[src/rtl/ccd_seq_pkg.sv]
// rtl/ccd_seq_pkg.sv - opcodes, state enums and header constants for the CCD frame sequencer
package ccd_seq_pkg;

   localparam logic [7:0] CMD_SINGLE = 8'h01;
   localparam logic [7:0] CMD_CONT   = 8'h02;
   localparam logic [7:0] CMD_STOP   = 8'h03;

   localparam logic [7:0] HDR0_DEF   = 8'hA5;
   localparam logic [7:0] HDR1_DEF   = 8'h5A;

   // One buffered sample: {overflow, adc[11:0]}
   localparam int SAMPLE_W = 13;

   typedef enum logic [2:0] {
      FE_IDLE,
      FE_ARM,
      FE_SKIP,
      FE_CAPTURE,
      FE_WAIT_TX
   } fe_state_t;

   typedef enum logic [1:0] {
      BE_IDLE,
      BE_HDR,
      BE_PAYLOAD,
      BE_TRL
   } be_state_t;

endpackage

[src/rtl/sample_fifo.sv]
// rtl/sample_fifo.sv - synchronous first-word-fall-through sample buffer
module sample_fifo #(
   parameter int WIDTH = 13,
   parameter int DEPTH = 64
) (
   input  logic             clk,
   input  logic             rst,
   input  logic             wr_en,
   input  logic [WIDTH-1:0] wr_data,
   input  logic             rd_en,
   output logic [WIDTH-1:0] rd_data,
   output logic             full,
   output logic             empty
);
   localparam int AW = (DEPTH > 1) ? $clog2(DEPTH) : 1;
   localparam logic [AW:0] FULL_CNT = (AW+1)'(DEPTH);

   logic [WIDTH-1:0] mem [DEPTH];
   logic [AW-1:0]    wr_ptr;
   logic [AW-1:0]    rd_ptr;
   logic [AW:0]      count;
   logic             do_wr;
   logic             do_rd;

   // A write into a full buffer is allowed when the head leaves in the same cycle
   assign do_wr   = wr_en && (!full || rd_en);
   assign do_rd   = rd_en && !empty;
   assign full    = (count == FULL_CNT);
   assign empty   = (count == '0);
   assign rd_data = mem[rd_ptr];

   always_ff @(posedge clk) begin
      if (do_wr) mem[wr_ptr] <= wr_data;
   end

   always_ff @(posedge clk or posedge rst) begin
      if (rst) begin
         wr_ptr <= '0;
         rd_ptr <= '0;
         count  <= '0;
      end else begin
         if (do_wr) wr_ptr <= wr_ptr + 1'b1;
         if (do_rd) rd_ptr <= rd_ptr + 1'b1;
         count <= count + (AW+1)'(do_wr) - (AW+1)'(do_rd);
      end
   end

endmodule

[src/rtl/ccd_frame_sequencer.sv]
// rtl/ccd_frame_sequencer.sv - arms on ccd_sp, captures one frame of ADC samples
// and streams it to the USB transmit path framed by header and checksum trailer
module ccd_frame_sequencer
   import ccd_seq_pkg::*;
#(
   parameter int         NUM_PIXELS = 5340,
   parameter int         DUMMY_LEAD = 32,
   parameter int         FIFO_DEPTH = 64,
   parameter logic [7:0] HDR0       = HDR0_DEF,
   parameter logic [7:0] HDR1       = HDR1_DEF
) (
   input  logic        clk,
   input  logic        rst,
   input  logic        cmd_valid,
   input  logic [7:0]  cmd_data,
   output logic        cmd_ready,
   input  logic        ccd_sp,
   input  logic        pix_valid,
   input  logic [11:0] pix_data,
   input  logic        pix_of,
   output logic        tx_valid,
   output logic [7:0]  tx_data,
   input  logic        tx_ready,
   output logic        busy,
   output logic        overrun,
   output logic [7:0]  frame_cnt
);
   localparam int CW = $clog2(NUM_PIXELS + DUMMY_LEAD + 1);

   fe_state_t fe_state, fe_next;
   be_state_t be_state, be_next;

   logic [CW-1:0]       pix_cnt;
   logic [CW-1:0]       pay_left;
   logic                mode_cont;
   logic                stop_pending;
   logic                frame_ovr;
   logic [1:0]          be_idx, be_idx_next;
   logic                phase, phase_next;
   logic [7:0]          csum;
   logic                load, pay_byte, pop, sent;
   logic [7:0]          load_byte;
   logic                advance;
   logic                cmd_go, cmd_stop, frame_start, cap_pix, drop, be_done, skip_last;
   logic                fifo_full, fifo_empty;
   logic [SAMPLE_W-1:0] fifo_dout;

   assign cmd_ready   = ~rst;
   assign busy        = (fe_state != FE_IDLE);
   assign cmd_go      = cmd_valid && (fe_state == FE_IDLE) &&
                        ((cmd_data == CMD_SINGLE) || (cmd_data == CMD_CONT));
   assign cmd_stop    = cmd_valid && (fe_state != FE_IDLE) && (cmd_data == CMD_STOP);
   assign frame_start = (fe_state == FE_ARM) && ccd_sp;
   assign cap_pix     = (fe_state == FE_CAPTURE) && pix_valid;
   assign skip_last   = (pix_cnt == CW'(DUMMY_LEAD - 1));
   assign drop        = cap_pix && fifo_full && !pop;
   // Output register may take a new byte when empty or when its byte is being accepted
   assign advance     = !tx_valid || tx_ready;
   assign be_done     = (be_state == BE_TRL) && (be_idx == 2'd2) && tx_valid && tx_ready;

   sample_fifo #(
      .WIDTH (SAMPLE_W),
      .DEPTH (FIFO_DEPTH)
   ) u_fifo (
      .clk     (clk),
      .rst     (rst),
      .wr_en   (cap_pix),
      .wr_data ({pix_of, pix_data}),
      .rd_en   (pop),
      .rd_data (fifo_dout),
      .full    (fifo_full),
      .empty   (fifo_empty)
   );

   always_comb begin
      fe_next = fe_state;
      case (fe_state)
         FE_IDLE:    if (cmd_go) fe_next = FE_ARM;
         FE_ARM:     if (ccd_sp) fe_next = FE_SKIP;
         FE_SKIP:    if (pix_valid && skip_last) fe_next = FE_CAPTURE;
         FE_CAPTURE: if (pix_valid && (pix_cnt == CW'(NUM_PIXELS - 1))) fe_next = FE_WAIT_TX;
         FE_WAIT_TX: if (be_done)
                        fe_next = (mode_cont && !stop_pending && !cmd_stop) ? FE_ARM : FE_IDLE;
         default:    fe_next = FE_IDLE;
      endcase
   end

   // Back end decides which byte, if any, enters the output register this cycle
   always_comb begin
      be_next     = be_state;
      be_idx_next = be_idx;
      phase_next  = phase;
      load        = 1'b0;
      load_byte   = 8'h00;
      pay_byte    = 1'b0;
      pop         = 1'b0;
      sent        = 1'b0;
      case (be_state)
         BE_IDLE: begin
            if (frame_start) begin
               load        = 1'b1;
               load_byte   = HDR0;
               be_next     = BE_HDR;
               be_idx_next = 2'd1;
            end
         end
         BE_HDR: begin
            if (advance) begin
               load = 1'b1;
               if (be_idx == 2'd1) begin
                  load_byte   = HDR1;
                  be_idx_next = 2'd2;
               end else begin
                  load_byte   = frame_cnt;
                  be_next     = BE_PAYLOAD;
                  be_idx_next = 2'd0;
                  phase_next  = 1'b0;
               end
            end
         end
         BE_PAYLOAD: begin
            if (advance) begin
               if (phase) begin
                  load       = 1'b1;
                  pay_byte   = 1'b1;
                  load_byte  = fifo_dout[7:0];
                  pop        = 1'b1;
                  sent       = 1'b1;
                  phase_next = 1'b0;
               end else if (pay_left == '0) begin
                  load        = 1'b1;
                  load_byte   = csum;
                  be_next     = BE_TRL;
                  be_idx_next = 2'd1;
               end else if (!fifo_empty) begin
                  load       = 1'b1;
                  pay_byte   = 1'b1;
                  load_byte  = {fifo_dout[12], 3'b000, fifo_dout[11:8]};
                  phase_next = 1'b1;
               end
            end
         end
         BE_TRL: begin
            if (advance) begin
               if (be_idx == 2'd1) begin
                  load        = 1'b1;
                  load_byte   = {7'b0, frame_ovr};
                  be_idx_next = 2'd2;
               end else begin
                  be_next     = BE_IDLE;
                  be_idx_next = 2'd0;
               end
            end
         end
         default: be_next = BE_IDLE;
      endcase
   end

   always_ff @(posedge clk or posedge rst) begin
      if (rst) begin
         fe_state <= FE_IDLE;
         be_state <= BE_IDLE;
         be_idx   <= 2'd0;
         phase    <= 1'b0;
      end else begin
         fe_state <= fe_next;
         be_state <= be_next;
         be_idx   <= be_idx_next;
         phase    <= phase_next;
      end
   end

   always_ff @(posedge clk or posedge rst) begin
      if (rst) begin
         tx_valid     <= 1'b0;
         tx_data      <= 8'h00;
         pix_cnt      <= '0;
         pay_left     <= '0;
         csum         <= 8'h00;
         frame_ovr    <= 1'b0;
         overrun      <= 1'b0;
         mode_cont    <= 1'b0;
         stop_pending <= 1'b0;
         frame_cnt    <= 8'h00;
      end else begin
         if (advance) begin
            tx_valid <= load;
            if (load) tx_data <= load_byte;
         end
         if (frame_start) begin
            pix_cnt   <= '0;
            pay_left  <= CW'(NUM_PIXELS);
            csum      <= 8'h00;
            frame_ovr <= 1'b0;
         end else begin
            if ((fe_state == FE_SKIP) && pix_valid)
               pix_cnt <= skip_last ? '0 : pix_cnt + 1'b1;
            else if (cap_pix)
               pix_cnt <= pix_cnt + 1'b1;
            // Dropped samples shorten the payload just like transmitted ones
            pay_left <= pay_left - CW'(sent) - CW'(drop);
            if (load && pay_byte) csum <= csum + load_byte;
            if (drop) frame_ovr <= 1'b1;
         end
         if (cmd_go) begin
            mode_cont    <= (cmd_data == CMD_CONT);
            stop_pending <= 1'b0;
            overrun      <= 1'b0;
         end else begin
            if (cmd_stop) stop_pending <= 1'b1;
            if (drop) overrun <= 1'b1;
         end
         if (be_done) frame_cnt <= frame_cnt + 8'd1;
      end
   end

endmodule

[config.mk]
export PLATFORM = sky130hd
export DESIGN_NAME = ccd_frame_sequencer
export DESIGN_NICKNAME = d
export VERILOG_FILES = /design/src/rtl/ccd_seq_pkg.sv /design/src/rtl/sample_fifo.sv /design/src/rtl/ccd_frame_sequencer.sv
export SDC_FILE = /design/constraint.sdc
export NUM_CORES = 1
export LEC_CHECK = 0
export CAP_MARGIN = 20
export CORE_ASPECT_RATIO = 0.7
export CORE_MARGIN = 4
export CORE_UTILIZATION = 30
export CTS_CLUSTER_SIZE = 30
export DETAILED_ROUTE_END_ITERATION = 10
export GPL_TIMING_DRIVEN = 0
export PLACE_DENSITY = 0.55
export SLEW_MARGIN = 20
export SYNTH_ARGS = -nofsm -noshare
export SYNTH_HDL_FRONTEND = slang
export SYNTH_HIERARCHICAL = 1
export SYNTH_SLANG_ARGS = --single-unit
[constraint.sdc]
create_clock -name clk -period 9.71 [get_ports clk]
set_input_delay 0.971 -clock clk [delete_from_list [all_inputs] [get_ports clk]]
set_output_delay 0.971 -clock clk [all_outputs]
set_load 0.02 [all_outputs]
==> results.yml <==
detailed_routing:
  top_layer: "met4"
  drt_iter0_markers: 2340
  vias: 19800
  via_per_inst: 5.16
  wl_met2_um: 40800
  ant_nets: 0
  drcViolationCount: 0
  met1_length_um: 45000
  dr.pass1.iters: 7
  wl_um: 96400
  routedWlPerCell_um: 25.2
  wl_met3_um: 8430
placed_design:
  port_buffers: 46
  place_area_mm2: 0.0397
  place_hpwl_um: 64100
  place_ws_ps: 4110
  gp_congestion: 0.972
  dp.cells: 3671
finish:
  drive_gt1_share_pct: 21.9
  final_cells: 3833
  postLayoutCoreUtil_pct: 35.0
  n_antenna_cell: 0
  layout.nets: 2185
  synthToLayoutAreaGrowth_pct: 15.9
  final_common_cell: "edfxtp_1"
  stdcell_area_mm2: 0.0426
  layout_common_cells: "832 x edfxtp_1, 176 x mux4_2, 95 x mux2i_1, 91 x clkbuf_16, 82 x dfrtp_1"
  fillers: 11400
  multi_input_area_mm2: 0.00927
  register_area_mm2: 0.0270
power:
  peakVddDrop_mv: 0.163
  power_mw: 11.5
  p_comb_share_pct: 31.1
  p_clk_share_pct: 29.7
  p_sw_mw: 3.72
  seqPwrFrac_pct: 39.3
  swShare_pct: 32.5
  power_leakage_nw: 13.7
  internal-power_mw: 7.75
  p_per_area_mw_per_mm2: 270
synth:
  yosysSeqAreaShare_pct: 73.6
  yosysTopAreaCell: "edfxtp_1"
  synth_edf_count: 832
  ys_ff_latch: 914
  avgSynthCellArea_um2: 18.6
  synth_warnings: 6
  netlist.area_leader.share_pct: 68.0
  ys_top_cells_by_area: "edfxtp_1 68%, mux4_2 11%, dfrtp_1 5.6%, mux2i_1 2.6%, nor2_1 1.4%"
  synth_area_mm2: 0.0367
  synthFlopType: "edfxtp_1"
  synthArstFlopShare_pct: 8.97
  synth.net_count: 2027
  synthCells: 1970
  synth.distinct_cells: 70
floorplanning:
  die_y_um: 301
  fp.coreArea_mm2: 0.122
  die_width_um: 426
  die_area_mm2: 0.128
  rows: 107
  start_util_pct: 30.2
  ios: 47
clock_tree:
  clock_latency_ps: 660
  clkSinkCount: 914
  cts_root_buffer: "clkbuf_16"
  cts_buffers: 90
  cts.repair.resized: 0
  cts_tree: "done"
  clock_path_buffers: 3
  htreeDepth: 3
  cts_hold_buf: 0
  post-cts-setup-buffers: 0
  clk_pin_slew_ps: 70
timing:
  max_slew.worst_pin.slew_ps: 1290
  final-setup-viol-count: 0
  drv_slew: 0
  rsz0062_at_grt: "no"
  fin_worst_skew_ps: 28.4
  achievable-frequency_ghz: 0.177
  hold_viol: 0
  post-route-min-period_ps: 5650
  maxSlewHeadroom_pct: 13.3
  setup-tns-final_ps: 0
  timing.final.ws_setup_ps: 4060
  fin_crit_sh_pct: 58.2
  whs_ps: 484
worst_setup_path:
  timing_worst_setup_path_type: "flip-flop to flip-flop"
  worstPathArrival_ps: 6210
  critPathMaxFanout: 10
  reg2reg_from: "u_fifo/rd_ptr[3]"
  rr_worst_depth: 19
  end_kind: "flip-flop"
  reg2reg_to: "csum[7]"
  cp.required_ps: 10270
  reg2reg_setup_slack_ps: 4060
  start_kind: "flip-flop"
min_path:
  min_from: "tx_data[7]"
  worstHoldEndpoint: "tx_data[7]"
  hold_path_class: "flip-flop to flip-flop"
  hold_depth: 1
flow_run:
  maxCapViolations: 0
grt:
  gr-total-overflow: 0
  grt_usage_pct: 14.9
  grt_max_degree: 65
  grt_pass1_wl_um: 139000
  grt_pass1_vias: 19600
  antenna_found_initial: 3
run_status:
  status: "finished clean"
-- metal layers --
layer  vias up  track usage (%)
li1       8290                -
met1     10600             23.0
met2       775             20.7
met3       137             3.79
met4         0             3.82
met5         -                0
-- worst max-delay path, stage by stage, from the launching register on --
cell and delay [ps]:
dfrtp_1 360, buf_4 180, clkbuf_1 320, nor2_1 750
clkbuf_1 560, a22oi_1 320, nand3_1 250, nand3_1 240
a31oi_1 240, nand3b_1 100, a31oi_1 240, a21oi_1 150
nor2_1 260, ha_1 280, a21oi_1 170, o211ai_1 150
o41a_1 360, or2_2 280, mux2i_1 160, mux2i_1 190
-- logic make-up (layout without fill, tap and decap cells) --
kind of cell	after synthesis	after routing	share of synthesized area (%)
muxes	285	285	13.9
adders and majority gates	30	30	1.06
xor gates and xnor gates	45	45	1.07
buffers and inverters	125	353	1.68
AOI/OAI and AO/OA	223	223	4.12
DFF	914	914	73.6
and+or+nand+nor	348	348	4.55
-- registers in the layout, indices dropped and copies added, names as in the netlist, 2 cells and up --
register / cells
be_state: 2
u_fifo/count: 7
fe_state: 3
pix_cnt: 13
u_fifo/mem: 832
tx_data: 8
be_idx: 2
frame_cnt: 8
pay_left: 13
u_fifo/wr_ptr: 6
csum: 8
u_fifo/rd_ptr: 6
-- power groups by stage --
stage | registers (mW) | logic [mW] | clock network (mW)
global placement | 4.59 | 3.45 | 0
global route | 4.52 | 3.77 | 3.65
detailed placement | 4.59 | 3.53 | 0
floorplan | 4.58 | 2.24 | 0
finish | 4.51 | 3.57 | 3.40
CTS | 4.51 | 3.54 | 3.48
-- worst max path at each step --
stage                startpoint  endpoint  depth (start not counted)
2_1_floorplan  u_fifo/rd_ptr[0]   csum[7]                         18
3_3_place_gp   u_fifo/rd_ptr[3]   csum[7]                         19
3_5_place_dp   u_fifo/rd_ptr[3]   csum[7]                         19
4_1_cts        u_fifo/rd_ptr[3]   csum[7]                         19
5_1_grt        u_fifo/rd_ptr[3]   csum[7]                         19
6_report       u_fifo/rd_ptr[3]   csum[7]                         19
-- cell type report --
class,instances,share of cell area (%)
repair buffers,66,1.79
clock inverters,49,1.11
plain buffers,98,1.21
flip-flops and latches,914,63.5
inverters,27,0.244
well taps,1635,4.81
clock buffers,113,5.54
multi-input cells,931,21.8
-- synth_stat cells, drive strengths merged, types with 20 or more instances --
library cell    n
a21oi          30
inv            26
clkbuf         38
xnor2          30
nor2          138
edfxtp        832
o21ai          38
nand3          42
nand2          68
a211oi         20
mux2i          95
ha             28
dfrtp          82
o22ai          20
mux4          178
buf            60
a22oi          52
Power figures use the tool's default switching activity.
==> edit: new RTL, same flow settings <==
Make the reset (`rst`) synchronous in 3 clocked blocks.
--- a/src/rtl/sample_fifo.sv
+++ b/src/rtl/sample_fifo.sv
@@ -33,7 +33,7 @@
       if (do_wr) mem[wr_ptr] <= wr_data;
    end
 
-   always_ff @(posedge clk or posedge rst) begin
+   always_ff @(posedge clk) begin
       if (rst) begin
          wr_ptr <= '0;
          rd_ptr <= '0;
--- a/src/rtl/ccd_frame_sequencer.sv
+++ b/src/rtl/ccd_frame_sequencer.sv
@@ -156,7 +156,7 @@
       endcase
    end
 
-   always_ff @(posedge clk or posedge rst) begin
+   always_ff @(posedge clk) begin
       if (rst) begin
          fe_state <= FE_IDLE;
          be_state <= BE_IDLE;
@@ -170,7 +170,7 @@
       end
    end
 
-   always_ff @(posedge clk or posedge rst) begin
+   always_ff @(posedge clk) begin
       if (rst) begin
          tx_valid     <= 1'b0;
          tx_data      <= 8'h00;
Check against the original RTL: differs if rst is asserted again (counterexample within 4 cycles, from zero or initial values and one cycle with rst high); with rst held inactive, the same outputs for 4 cycles.
==> edit against the unedited design <==
Sequential share of layout area decreased by 1.0 points. Hold slack better by 0.0028 ns. Worst setup slack got worse by 0.22 ns. Wire length rose by 0.50%. Cell area increased by 0.58%. Sequential cell count up 6. Final cell count is 0.94% higher. Area after synthesis grew 0.44%.
Power is not compared: it rests on default switching activity, and its combinational part moved more than twofold at a synthesized area within 25%.
==> edit: results (changes against the unedited design) <==
GLOBAL ROUTING
--------------------------------------------------------------------------------------
Number of antenna violations at the first check in global routing .......            7   +4
First-pass GRT wire length ..............................................       139 mm   -0.19%
Via count of the first global-routing pass ..............................        19300   -1.5%
Global-route total usage across every layer .............................        14.9%   +0.042 points

LOGIC SYNTHESIS
--------------------------------------------------------------------------------------
Sequential-to-total area share from yosys stat ..........................        72.5%   -1.1 points
Fraction of registers with async set/reset ..............................           0%   -9.0 points
Top cell types by occurrence after synthesis ............................ 832 x sky130_fd_sc_hd__edfxtp_1, 199 x sky130_fd_sc_hd__mux4_2, 178 x sky130_fd_sc_hd__nor2_1
Average cell area after synthesis .......................................   18.5 sq um   -1.0%
Number of distinct standard cells referenced by the synthesized netlist .           73   +4.3%
Most area-consuming cells after synthesis ............................... sky130_fd_sc_hd__edfxtp_1 68%, sky130_fd_sc_hd__mux4_2 12%, sky130_fd_sc_hd__dfxtp_1 4.8%
Number of nets produced by synthesis ....................................         2056   +1.4%
Synthesis Warnings ......................................................            6   unchanged

OUTCOME
--------------------------------------------------------------------------------------
Status .................................................................. finished, final reports clean

CRITICAL PATH
--------------------------------------------------------------------------------------
Slowest stage cell, crit path ........................................... sky130_fd_sc_hd__o21ai_0
Slowest stage delay, CP .................................................      0.63 ns   -0.12 ns
Setup crit end kind .....................................................         flop
Worst r2r path cells ....................................................           20   +1
Internal reg-to-reg setup slack .........................................      3.84 ns   -0.22 ns
Endpoint of the lowest-slack register-to-register path ..................      csum[7]
Largest delay contributor family on the critical path ................... compound AO/OA/AOI/OAI gates
Worst Path Arrival ......................................................      6.46 ns   +0.25 ns

PLACE
--------------------------------------------------------------------------------------
Post-Place Worst Slack ..................................................      3.93 ns   -0.177 ns
Final weighted congestion in routability-driven placement ...............        0.944   -2.9%
Cells after DPL .........................................................         3707   +0.98%
Buffers added on ports ..................................................           45   -2.2%
Placement Cell Area ..................................................... 0.0399 sq mm   +0.61%
HPWL after detailed placement ...........................................      65.9 mm   +2.9%

MIN PATH
--------------------------------------------------------------------------------------
Hold path startpoint ....................................................    mode_cont
Path type of the worst min-delay path ................................... flop to flop

STA
--------------------------------------------------------------------------------------
Clock skew ..............................................................    0.0236 ns   -0.00477 ns
Post-route fraction of the period consumed by the critical path .........        60.5%   +2.2 points
Slew at the pin closest to its max-slew limit ...........................      1.11 ns   -0.180 ns

CLOCK NETWORK
--------------------------------------------------------------------------------------
TritonCTS buffer count ..................................................           86   -4.4%

CELLS AND AREA
--------------------------------------------------------------------------------------
Share of layout cells above drive strength 1 ............................        23.4%   +1.5 points
Non-filler instance count after layout ..................................         3869   +0.94%
Nets ....................................................................         2217   +1.5%
Count of filler cells inserted in the layout ............................        11400   -0.39%

DRT
--------------------------------------------------------------------------------------
Vias per Instance .......................................................         5.18   +0.40%
Wire length per cell ....................................................      25.0 um   -0.43%
Violation count after the first detailed-routing iteration ..............         2608   +11%

PWR
--------------------------------------------------------------------------------------
Leak pwr ................................................................      12.9 nW

edit: how the worst min path moves through the flow:
stage                      to  slack (ns)  depth (start not counted)
floorplan           frame_ovr        0.44                          2
global placement    frame_ovr        0.47                          2
detailed placement  frame_ovr        0.48                          2
CTS                 mode_cont        0.49                          2
global route        mode_cont        0.51                          2
finish              mode_cont        0.49                          2
edit: routing by layer:
layer | part of all wire (%) | global-route usage (%) | wire, um
met3 | 10 | 4.02 | 10000
met1 | 47 | 23.6 | 45400
met2 | 40 | 19.9 | 39200
met5 | 0.018 | 0 | 17
met4 | 2.3 | 4.01 | 2200
edit: where the power goes:
part | switching (mW) | internal [mW] | total (mW)
registers | 0.0102 | 4.32 | 4.33
clock network | 1.49 | 1.96 | 3.45
logic | 0.160 | 0.0668 | 0.227
total | 1.66 | 6.34 | 8.01
edit: layout make-up:
| cell class | count | area, sq um | share of cell area, % |
|---|---|---|---|
| antenna | 3 | 7.51 | 0.0175 |
| buffer | 107 | 631 | 1.47 |
| clock buffer | 101 | 2230 | 5.21 |
| clock inverter | 58 | 637 | 1.49 |
| inverter | 34 | 128 | 0.298 |
| multi-input combinational | 938 | 9540 | 22.3 |
| sequential | 920 | 26700 | 62.5 |
| tap | 1635 | 2050 | 4.78 |
| timing repair buffer | 73 | 848 | 1.98 |
edit: logic make-up (layout without fill, tap and decap cells):
| logic type | after synthesis | in the layout | synth area share, % |
|---|---|---|---|
| other | 0 | 3 | 0 |
| and+or+nand+nor | 373 | 373 | 4.92 |
| DFF | 920 | 920 | 72.5 |
| muxes | 276 | 276 | 14.6 |
| AOI/OAI and AO/OA | 217 | 217 | 3.83 |
| adders and majority gates | 30 | 30 | 1.06 |
| xor gates and xnor gates | 42 | 42 | 0.997 |
| buffers and inverters | 141 | 373 | 2.06 |
